**config.mk**
```make
export PLATFORM = sky130hd
export DESIGN_NAME = node_loss
export DESIGN_NICKNAME = d
export VERILOG_FILES = /design/src/rtl/node_loss.sv
export SDC_FILE = /design/constraint.sdc
export NUM_CORES = 1
export LEC_CHECK = 0
export CAP_MARGIN = 40
export CORE_ASPECT_RATIO = 2
export CORE_MARGIN = 2
export CORE_UTILIZATION = 45
export DETAILED_ROUTE_END_ITERATION = 8
export GPL_TIMING_DRIVEN = 0
export PLACE_DENSITY = 0.69
export SLEW_MARGIN = 15
export SYNTH_ARGS = -nofsm -noshare
export SYNTH_HDL_FRONTEND = slang
export SYNTH_SLANG_ARGS = --single-unit
```
**constraint.sdc**
```tcl
create_clock -name clock -period 23.2 [get_ports clock]
set_input_delay 4.64 -clock clock [delete_from_list [all_inputs] [get_ports clock]]
set_output_delay 4.64 -clock clock [all_outputs]
set_load 0.005 [all_outputs]
```
**src/rtl/node_loss.sv**
```systemverilog
// Output-layer error source: err[i] = tgt[i] - act[i] and a running sum of e^2 over samples.
// Latency: M+1 cycles from the last vector capture to output_backward_valid (or to readies back high when train=0).
// Backpressure: readies are low outside LOAD; EMIT holds valid and data until output_backward_ready.
module node_loss #(
    parameter int M  = 2,
    parameter int LW = 32
) (
    input  logic            clock,
    input  logic            reset_n,
    input  logic            train,
    input  logic            input_forward_valid,
    input  logic [M*8-1:0]  input_forward_data,
    output logic            input_forward_ready,
    input  logic            target_valid,
    input  logic [M*8-1:0]  target_data,
    output logic            target_ready,
    output logic            output_backward_valid,
    output logic [M*16-1:0] output_backward_data,
    input  logic            output_backward_ready,
    input  logic            loss_clear,
    output logic [LW-1:0]   loss_data,
    output logic [15:0]     loss_count
);

    localparam int CW = (M > 1) ? $clog2(M) : 1;
    localparam logic [CW-1:0] LAST = CW'(M - 1);

    typedef enum logic [1:0] {LOAD, CALC, EMIT} state_t;

    state_t              state, state_nx;
    logic                act_held, tgt_held;
    logic [M-1:0][7:0]   act_q, tgt_q;
    logic [M-1:0][15:0]  err_q;
    logic [CW-1:0]       cnt;

    logic signed [8:0]   e;
    logic [8:0]          e_abs;
    logic [15:0]         sq;
    logic [LW:0]         loss_sum;

    // Readies depend only on registered state, never on the valids.
    assign input_forward_ready   = (state == LOAD) && !act_held;
    assign target_ready          = (state == LOAD) && !tgt_held;
    assign output_backward_valid = (state == EMIT);
    assign output_backward_data  = err_q;

    // State register.
    always_ff @(posedge clock) begin
        if (!reset_n) state <= LOAD;
        else          state <= state_nx;
    end

    // Next-state: both vectors held starts a pass; train is only looked at on the last element.
    always_comb begin
        state_nx = state;
        case (state)
            LOAD: if (act_held && tgt_held) state_nx = CALC;
            CALC: if (cnt == LAST) state_nx = train ? EMIT : LOAD;
            EMIT: if (output_backward_ready) state_nx = LOAD;
            default: state_nx = LOAD;
        endcase
    end

    // Per-element error and its square; squaring the magnitude keeps the product unsigned.
    always_comb begin
        e        = $signed({1'b0, tgt_q[cnt]}) - $signed({1'b0, act_q[cnt]});
        e_abs    = e[8] ? 9'(-e) : 9'(e);
        sq       = e_abs[7:0] * e_abs[7:0];
        loss_sum = {1'b0, loss_data} + (LW+1)'(sq);
    end

    // Vector capture: each channel latches on its own handshake and waits for the other.
    always_ff @(posedge clock) begin
        if (!reset_n) begin
            act_held <= 1'b0;
            tgt_held <= 1'b0;
            act_q    <= '0;
            tgt_q    <= '0;
        end else if (state == LOAD) begin
            if (act_held && tgt_held) begin
                act_held <= 1'b0;
                tgt_held <= 1'b0;
            end else begin
                if (input_forward_valid && input_forward_ready) begin
                    act_q    <= input_forward_data;
                    act_held <= 1'b1;
                end
                if (target_valid && target_ready) begin
                    tgt_q    <= target_data;
                    tgt_held <= 1'b1;
                end
            end
        end
    end

    // Element walk: one error written per CALC cycle, sign-extended to 16 bits.
    always_ff @(posedge clock) begin
        if (!reset_n) begin
            cnt   <= '0;
            err_q <= '0;
        end else if (state == CALC) begin
            err_q[cnt] <= {{7{e[8]}}, e};
            cnt        <= (cnt == LAST) ? '0 : cnt + 1'b1;
        end
    end

    // Loss tally: clear wins over a same-cycle accumulate; both values saturate.
    always_ff @(posedge clock) begin
        if (!reset_n) begin
            loss_data  <= '0;
            loss_count <= '0;
        end else if (loss_clear) begin
            loss_data  <= '0;
            loss_count <= '0;
        end else if (state == CALC) begin
            loss_data <= loss_sum[LW] ? {LW{1'b1}} : loss_sum[LW-1:0];
            if (cnt == LAST && loss_count != 16'hFFFF)
                loss_count <= loss_count + 16'd1;
        end
    end

endmodule
```
# Yosys cells after proc, flatten, opt, wreduce, memory -nomap -nowiden
# Cells that the tools add are included.
# totals
elab_cells,66
inputBits,39
regBits,117
output_inout_bits,83
# op_classes
eq_ne,6
bitwise_logic,2
mul,1
order_cmp,2
n_addsub,5
reduce_logical,19
n_mux,19
# op_table
operator,count
2-to-1 mux 8 bit,5
adder 32 x 16 -> 33 bit,1
bitwise mux 32 bit,1
2-to-1 mux 32 bit,1
"adder 16 x 1 -> 16 bit, second input constant",1
demux 16 bit (select 1 bit),1
multiplier 8 x 8 -> 16 bit,1
2-to-1 mux 16 bit,1
"!= test 16 bit, second input constant",1
AND reduction 3 bit,3
subtractor 8 x 8 -> 9 bit,1
2-to-1 mux 2 bit,4
negation 8 bit,1
logical AND 1 bit,7
case mux 2 bit (3 select lines),1
AND reduction 2 bit,3
2-to-1 mux 1 bit,5
"!= test 2 x 1 -> 1 bit, second input constant",2
nonzero test 2 bit,2
"== test 2 x 1 -> 1 bit, second input constant",1
"== test 2 bit, second input constant",1
logical NOT 1 bit,2
logical NOT 2 bit,1
"< comparator 1 x 2 -> 1 bit, second input constant",1
other kinds (5),6

# Longest topological paths before layout
# Gate-level depths: netlist (run 1).
# depth
ltp_word,8
ltp_mapped,30

# Least setup slack after synthesis (run 1)
# Ideal clock, no wire load.
# synth_timing
kind,register to register
startpoint,register cnt
endpoint,register loss_data[31]
n_path_buf,1
slack_ps,15851
arrival_time_ps,7263
required_ps,23114
setup_ps,86
path_stages_with_launch,27
period_less_slack_ps,7349
cell_sequence,dfxtp_1 -> buf_1 -> mux2i_1 -> ha_1 -> inv_1 -> fa_1 -> a21o_1 -> a221oi_2 -> xnor2_1 -> or4_4 -> o21ai_1 -> xor2_1 -> nor2_1 -> fa_1 -> fa_1 -> fa_1 -> inv_1 -> fa_1 -> inv_1 -> ha_1 -> and4_1 -> and2_1 -> nand2_1 -> a211oi_1 -> or3_1 -> and4_1 -> a211oi_1
# synth_between
elab_chain_len,8
# synth_lines
item,line,text
from (decl),34,logic [CW-1:0] cnt;
from (signal assigned),103,cnt <= (cnt == LAST) ? '0 : cnt + 1'b1;
2-to-1 mux 8 bit (implied by the code) (2 in series),66,"e = $signed({1'b0, tgt_q[cnt]}) - $signed({1'b0, act_q[cnt]});"
subtractor 8 x 8 -> 9 bit (*),66,
negation 8 bit,67,e_abs = e[8] ? 9'(-e) : 9'(e);
2-to-1 mux 8 bit (*),67,
multiplier 8 x 8 -> 16 bit (*),68,sq = e_abs[7:0] * e_abs[7:0];
adder 32 x 16 -> 33 bit (*),69,"loss_sum = {1'b0, loss_data} + (LW+1)'(sq);"
2-to-1 mux 32 bit (*),116,loss_data <= loss_sum[LW] ? {LW{1'b1}} : loss_sum[LW-1:0];
to (signal assigned),116,
to (decl),21,"output logic [LW-1:0] loss_data,"
# Every way passes the cells marked *; elsewhere a longest branch is shown, timed or not. The select of a mux whose other input is x is not followed.
# A chain may end at the register's enable or synchronous reset.

# Worst setup path after layout (run 1)
# layout_timing
startpoint,register cnt
endpoint,register loss_data[16]
# Same word-level chain as after synthesis.

==> results.toml, run 1 <==
[run_status]
status = "finished clean"

[synth]
synth-edff-count = 0
synthAdderAreaFrac_pct = 19.51
yosys_warnings = 0
synth_cell_types = 54
synth_top_family_by_area = "adder cells"
synthSimpleGateAreaFrac_pct = 17.62
synth.net_count = 1003
synth_xor_area_share_pct = 6.702
synthArstFlopShare_pct = 0
synthMuxAreaShare_pct = 3.051
yosysSeqAreaShare_pct = 28.25
syn_area_per_cell_um2 = 8.361
synth_seq_cells = 103
synth_top_area_share_pct = 28.25
synth-compound-area-share_pct = 17.26
yosys_most_used_dff = "dfxtp_1"
netlist_instances = 873
synth_top_area_cell = "dfxtp_1"
synth_area_leaders = "dfxtp_1 28%, fa_1 10%, ha_1 9.1%"
synth_area_um2 = 7300

[worst_setup_path]
cp-start-kind = "flop"
reg2reg_to = "loss_data[16]"
crit_path_end_kind = "flop"
worst_ep_required_time_ps = 23410
r2r.worst_path.cells = 26
crit_path_start = "cnt"
reg2reg_from = "cnt"
rrSetupSlack_ps = 14370
critPathMaxFanout = 10
crit_type = "flop to flop"
arrival_ps = 9030
crit_end = "loss_data[16]"

[clock_network]
cts_tree = "built"
clockBufferDepth = 2
cts_buffers = 9
ctsHoldBuffers = 0
clockRootBuffer = "clkbuf_16"
post_cts_resized = 0
h-tree-depth = 3
cts.clk_slew.worst_paths_ps = 80
clock-sinks = 103
post_cts_buffers = 0
insertion_delay_ps = 350

[finish]
drive_above_1_share_pct = 4.851
nets = 1136
diodes = 0
syn2layout_area_growth_pct = 24.08

[global_routing]
antenna_found_initial = 0
grt_overflow = 0
grt_pass1_vias = 6730
grt_first_pass_wirelength_mm = 31.78
grt_usage_pct = 23.50
grt_max_degree = 19

[die]
die_y_um = 184.1
io_pins = 122
fp.coreArea_um2 = 15860
die_area_um2 = 17320
dieWidth_um = 94.06
start_util_pct = 46.03
rows = 65

[route]
final_antenna_net_count = 0
first_pass_iters = 4
num_vias = 6418
drtIter0Drc = 218
wl_per_cell_um = 16.06
viasPerCell = 5.300
post-route-drc-count = 0
wl_mm = 19.45

[timing]
finalCriticalPeriod_ps = 8827
worst_slew_pin_slew_ps = 891.5
finalHoldViolCount = 0
clock_skew_ps = 20.00
period_share_pct = 38.05
slew_headroom_pct = 40.37
fin_tns_setup_ps = 0
rsz0062_at_grt = "false"
final-setup-viol-count = 0
max_freq_mhz = 113.3
final-max-slew-violation-count = 0

[place]
portBuffers = 121
routabilityCongestion = 0.8647
hpwlAfterDp_mm = 15.98

[flow_run]
drv_cap = 0

[min_path]
hp-class = "flop to flop"
worst max-delay path: stages (launching register included):
cell,delay [ps]
dfxtp_1,400
buf_1,620
mux2i_1,280
ha_1,180
inv_1,50
fa_1,430
xnor2_1,510
nand3_1,240
or4_4,530
o21ai_1,160
xor2_1,690
nor2_1,170
fa_1,570
fa_1,530
fa_1,540
inv_1,50
fa_1,530
inv_1,40
ha_1,380
a21oi_1,150
o21ai_0,90
a31oi_1,230
o31a_1,260
a21oi_1,170
nor2_1,270
clkbuf_1,460
a21oi_1,150
layout by cell type, fill, tap and decap left out, drive strengths merged, types with 10 or more instances in the layout:
cell type and count:
nand2 130, clkdlybuf4s50 121, dfxtp 103, inv 89, nor2 64, ha 53
a21oi 51, a21boi 45, clkbuf 40, fa 38, xnor2 28, xor2 27
o21ai 24, buf 18, nand3 15, a211oi 11, mux2i 11, mux2 10
nor3 10
routing by layer:
layer  vias up  share of wire (%)  GRT usage [%]
met3        44                3.6          3.312
met4         0                3.5          10.20
met1      3017                 35          21.91
met2       160                 58          48.09
li1       3197                  -              -
met5         -                  0              0
layout make-up:
class / instances / area (um2)
Buffer: 47 / 229.0
Sequential cell: 103 / 2062
Multi-Input combinational cell: 636 / 4682
Tap cell: 201 / 251.5
Clock inverter: 5 / 52.55
Inverter: 87 / 326.6
Timing Repair Buffer: 122 / 1215
Clock buffer: 10 / 239.0
Fill cell: 1524 / 6802
state kept, by name, indices dropped and copies added, names as in the netlist:
register              count
loss_data                32
output_backward_data     18
act_q                    16
loss_count               16
tgt_q                    16
state                     2
act_held                  1
cnt                       1
tgt_held                  1
synth_stat cells (all sizes together), types with 8 or more instances:
master  count
a21o        8
and3        9
mux2       10
fa         38
mux2i      11
xor2       27
o211a       8
nand2     130
nand2b      9
a211oi     11
dfxtp     103
and4        9
a21boi     45
nor3       10
nand3      15
clkbuf     30
a21oi      51
o31ai       9
o21ai      24
nor2       64
nor2b       9
buf        17
xnor2      28
inv        87
ha         53
worst min path at each step:
stage                         start         to  slack [ps]  cells past startpoint
after detailed placement  tgt_q[12]  tgt_q[12]         450                      2
after CTS                 tgt_q[12]  tgt_q[12]         470                      2
after global routing       act_q[4]   act_q[4]         490                      2
after global placement    tgt_q[12]  tgt_q[12]         450                      2
final                     tgt_q[12]  tgt_q[12]         460                      2
after floorplan            act_q[8]   act_q[8]         440                      2
cells by family (layout without fill, tap and decap cells):
group | Yosys count | in the layout
AOI/OAI and AO/OA | 187 | 187
xor gates and xnor gates | 55 | 55
adders and majority gates | 91 | 91
buffers and inverters | 134 | 271
DFF | 103 | 103
muxes | 21 | 21
and+or+nand+nor | 282 | 282
per-stage QoR:
step | worst slack (ps) | instance area [um2] | hold slack (ps) | utilization [%] | cells
floorplan | 15850 | 7300 | 440.0 | - | 873
global placement | 14430 | 8762 | 449.1 | 55.25 | 1195
detailed placement | 14350 | 8766 | 453.4 | 55.27 | 1196
CTS | 14350 | 9057 | 466.2 | 57.11 | 1211
global route | 13690 | 9057 | 486.6 | 57.11 | 1211
finish | 14370 | 9057 | 464.5 | 57.11 | 1211
Power of run 1 is left out: the tool's default activity adds up to more than one toggle a clock period on the data nets, which glitch-free logic cannot reach.
==> run 2, diff against run 1 <==
==> constraint.sdc (replaced) <==
create_clock -name clock -period 8.92 [get_ports clock]
set_input_delay 1.784 -clock clock [delete_from_list [all_inputs] [get_ports clock]]
set_output_delay 1.784 -clock clock [all_outputs]
set_load 0.005 [all_outputs]
==> run 2 against run 1 <==
- hold slack barely moved
- cell count did not move
- non-clock buffer count did not move
- wire length barely moved
- register-to-register slack got worse by 14000 ps
- count of clock-buffer cells in the layout did not move
- sequential share of layout area fell by 0.072 points
- die area did not move
- critical path depth rose by 1
- highest routed layer unchanged
==> results.toml, run 2 (synthesis gave the netlist of run 1 again) <==
[timing]
layout_setup_ws_ps = 517.3
finalCriticalPeriod_ps = 8403
worst_slew_pin_slew_ps = 858.5
finalHoldViolCount = 0
max_freq_mhz = 119.0
clock_skew_ps = 19.15
fin_tns_setup_ps = 0
slew_headroom_pct = 42.57
period_share_pct = 94.20
final-setup-viol-count = 0
final-max-slew-violation-count = 0

[die]
rows = 65
die_y_um = 184.1
die_area_um2 = 17320
start_util_pct = 46.03
io_pins = 122
fp.coreArea_um2 = 15860
dieWidth_um = 94.06

[worst_setup_path]
worst_ep_required_time_ps = 9130
cp.buffers_inverters = 5
cp_slowest_cell = "fa_1"
max_stage_delay_ps = 560
cp_common_cell = "fa_1"
cp_top_family = "adder cells"
crit_type = "flop to flop"
arrival_ps = 8610
crit_path_end_kind = "flop"
cp-start-kind = "flop"
critPathMaxFanout = 10

[finish]
syn2layout_area_growth_pct = 24.48
nets = 1136
drive_above_1_share_pct = 5.446
mostFrequentLayoutCell = "nand2_1"
top_register = "loss_data"
final_core_util_pct = 57.29
largest_reg_flops = 32
mostFrequentLayoutCells = "130 x nand2_1, 121 x clkdlybuf4s50_1, 103 x dfxtp_1"
diodes = 0
final_cells = 1211

[route]
final_antenna_net_count = 0
viasPerCell = 5.294
num_vias = 6411
post-route-drc-count = 0
drtIter0Drc = 252
wl_mm = 19.45
wl_per_cell_um = 16.06
first_pass_iters = 4

[clock_network]
clockBufferDepth = 2
post_cts_resized = 0
post_cts_buffers = 0
cts_tree = "built"
h-tree-depth = 3
insertion_delay_ps = 350
cts_buffers = 9
ctsHoldBuffers = 0
clockRootBuffer = "clkbuf_16"
clock-sinks = 103
cts.clk_slew.worst_paths_ps = 80

[place]
hpwlAfterDp_mm = 15.98
portBuffers = 121
routabilityCongestion = 0.8647
post-place-ws_ps = 70.89
place_inst = 1196

[global_routing]
grt_usage_pct = 23.50
grt_overflow = 0
grt_max_degree = 19
grt_first_pass_wirelength_mm = 31.78
antenna_found_initial = 0
grt_pass1_vias = 6730

[min_path]
hp-class = "flop to flop"

[run_status]
status = "finished clean"

[flow_run]
drv_cap = 0
[run 2: changes by cell type in the layout (fill, tap and decap cells not counted)]
cell      delta
buf_1        -2
clkbuf_2     +2
xor2_1       -2
xor2_2       +2
o21bai_1     -1
o21bai_2     +1
xnor2_1      -1
xnor2_2      +1
[run 2: cell type report]
class                           count  area [um2]
Buffer                             47       231.5
Sequential cell                   103        2062
Clock inverter                      5       52.55
Timing Repair Buffer              122        1215
Clock buffer                       10       239.0
Tap cell                          201       251.5
Inverter                           87       326.6
Multi-Input combinational cell    636        4708
Fill cell                        1519        6773
[run 2: path summary, 6_finish.rpt]
| path | slack (ps) | startpoint | cells past startpoint | end |
|---|---|---|---|---|
| worst max register to register | 520 | cnt | 27 | loss_data[16] |
| worst min register to register | 460 | tgt_q[12] | 2 | tgt_q[12] |
| worst max-delay path | 520 | cnt | 27 | loss_data[16] |
| worst min-delay path | 460 | tgt_q[12] | 2 | tgt_q[12] |
[run 2: routing by layer]
layer / vias to the layer above / GRT usage (%) / wire [um]
li1: 3197 / - / -
met1: 3025 / 21.91 / 6741
met2: 146 / 48.09 / 11350
met3: 43 / 3.312 / 699
met4: 0 / 10.20 / 653
met5: - / 0 / 0
[run 2: metrics by stage]
step | hold WS [ps] | area, um2
floorplan | 440.0 | 7300
global placement | 449.1 | 8762
detailed placement | 453.4 | 8766
CTS | 466.2 | 9057
global route | 486.6 | 9086
finish | 464.4 | 9086
[run 2: worst register-to-register path: stages (launching register included)]
cell and delay, ps:
dfxtp_1 400, clkbuf_2 360, mux2i_1 260, ha_1 180, inv_1 50, fa_1 450
a21o_1 260, a221oi_2 260, xnor2_1 280, or4_4 500, o21ai_1 220, xor2_2 470
nor2_1 140, fa_1 560, fa_1 480, fa_1 520, inv_1 50, fa_1 530
inv_1 40, ha_1 220, a21oi_1 300, o21ai_0 160, a31oi_1 240, o31a_1 270
a21oi_1 170, nor2_1 270, clkbuf_1 460, a21oi_1 160
Power of run 2 is left out for the same reason.
==> run 3, diff against run 2 <==
--- a/config.mk
+++ b/config.mk
@@ -9,6 +9,7 @@
 export CORE_ASPECT_RATIO = 2
 export CORE_MARGIN = 2
 export CORE_UTILIZATION = 45
+export CTS_CLUSTER_SIZE = 28
 export DETAILED_ROUTE_END_ITERATION = 8
 export GPL_TIMING_DRIVEN = 0
 export PLACE_DENSITY = 0.69
@@ -16,3 +17,4 @@
 export SYNTH_ARGS = -nofsm -noshare
 export SYNTH_HDL_FRONTEND = slang
 export SYNTH_SLANG_ARGS = --single-unit
+export TNS_END_PERCENT = 50
==> results of run 3 <==
No change in the layout: final DEF, timing and power equal those of run 2.
Power of run 3 is left out for the same reason.
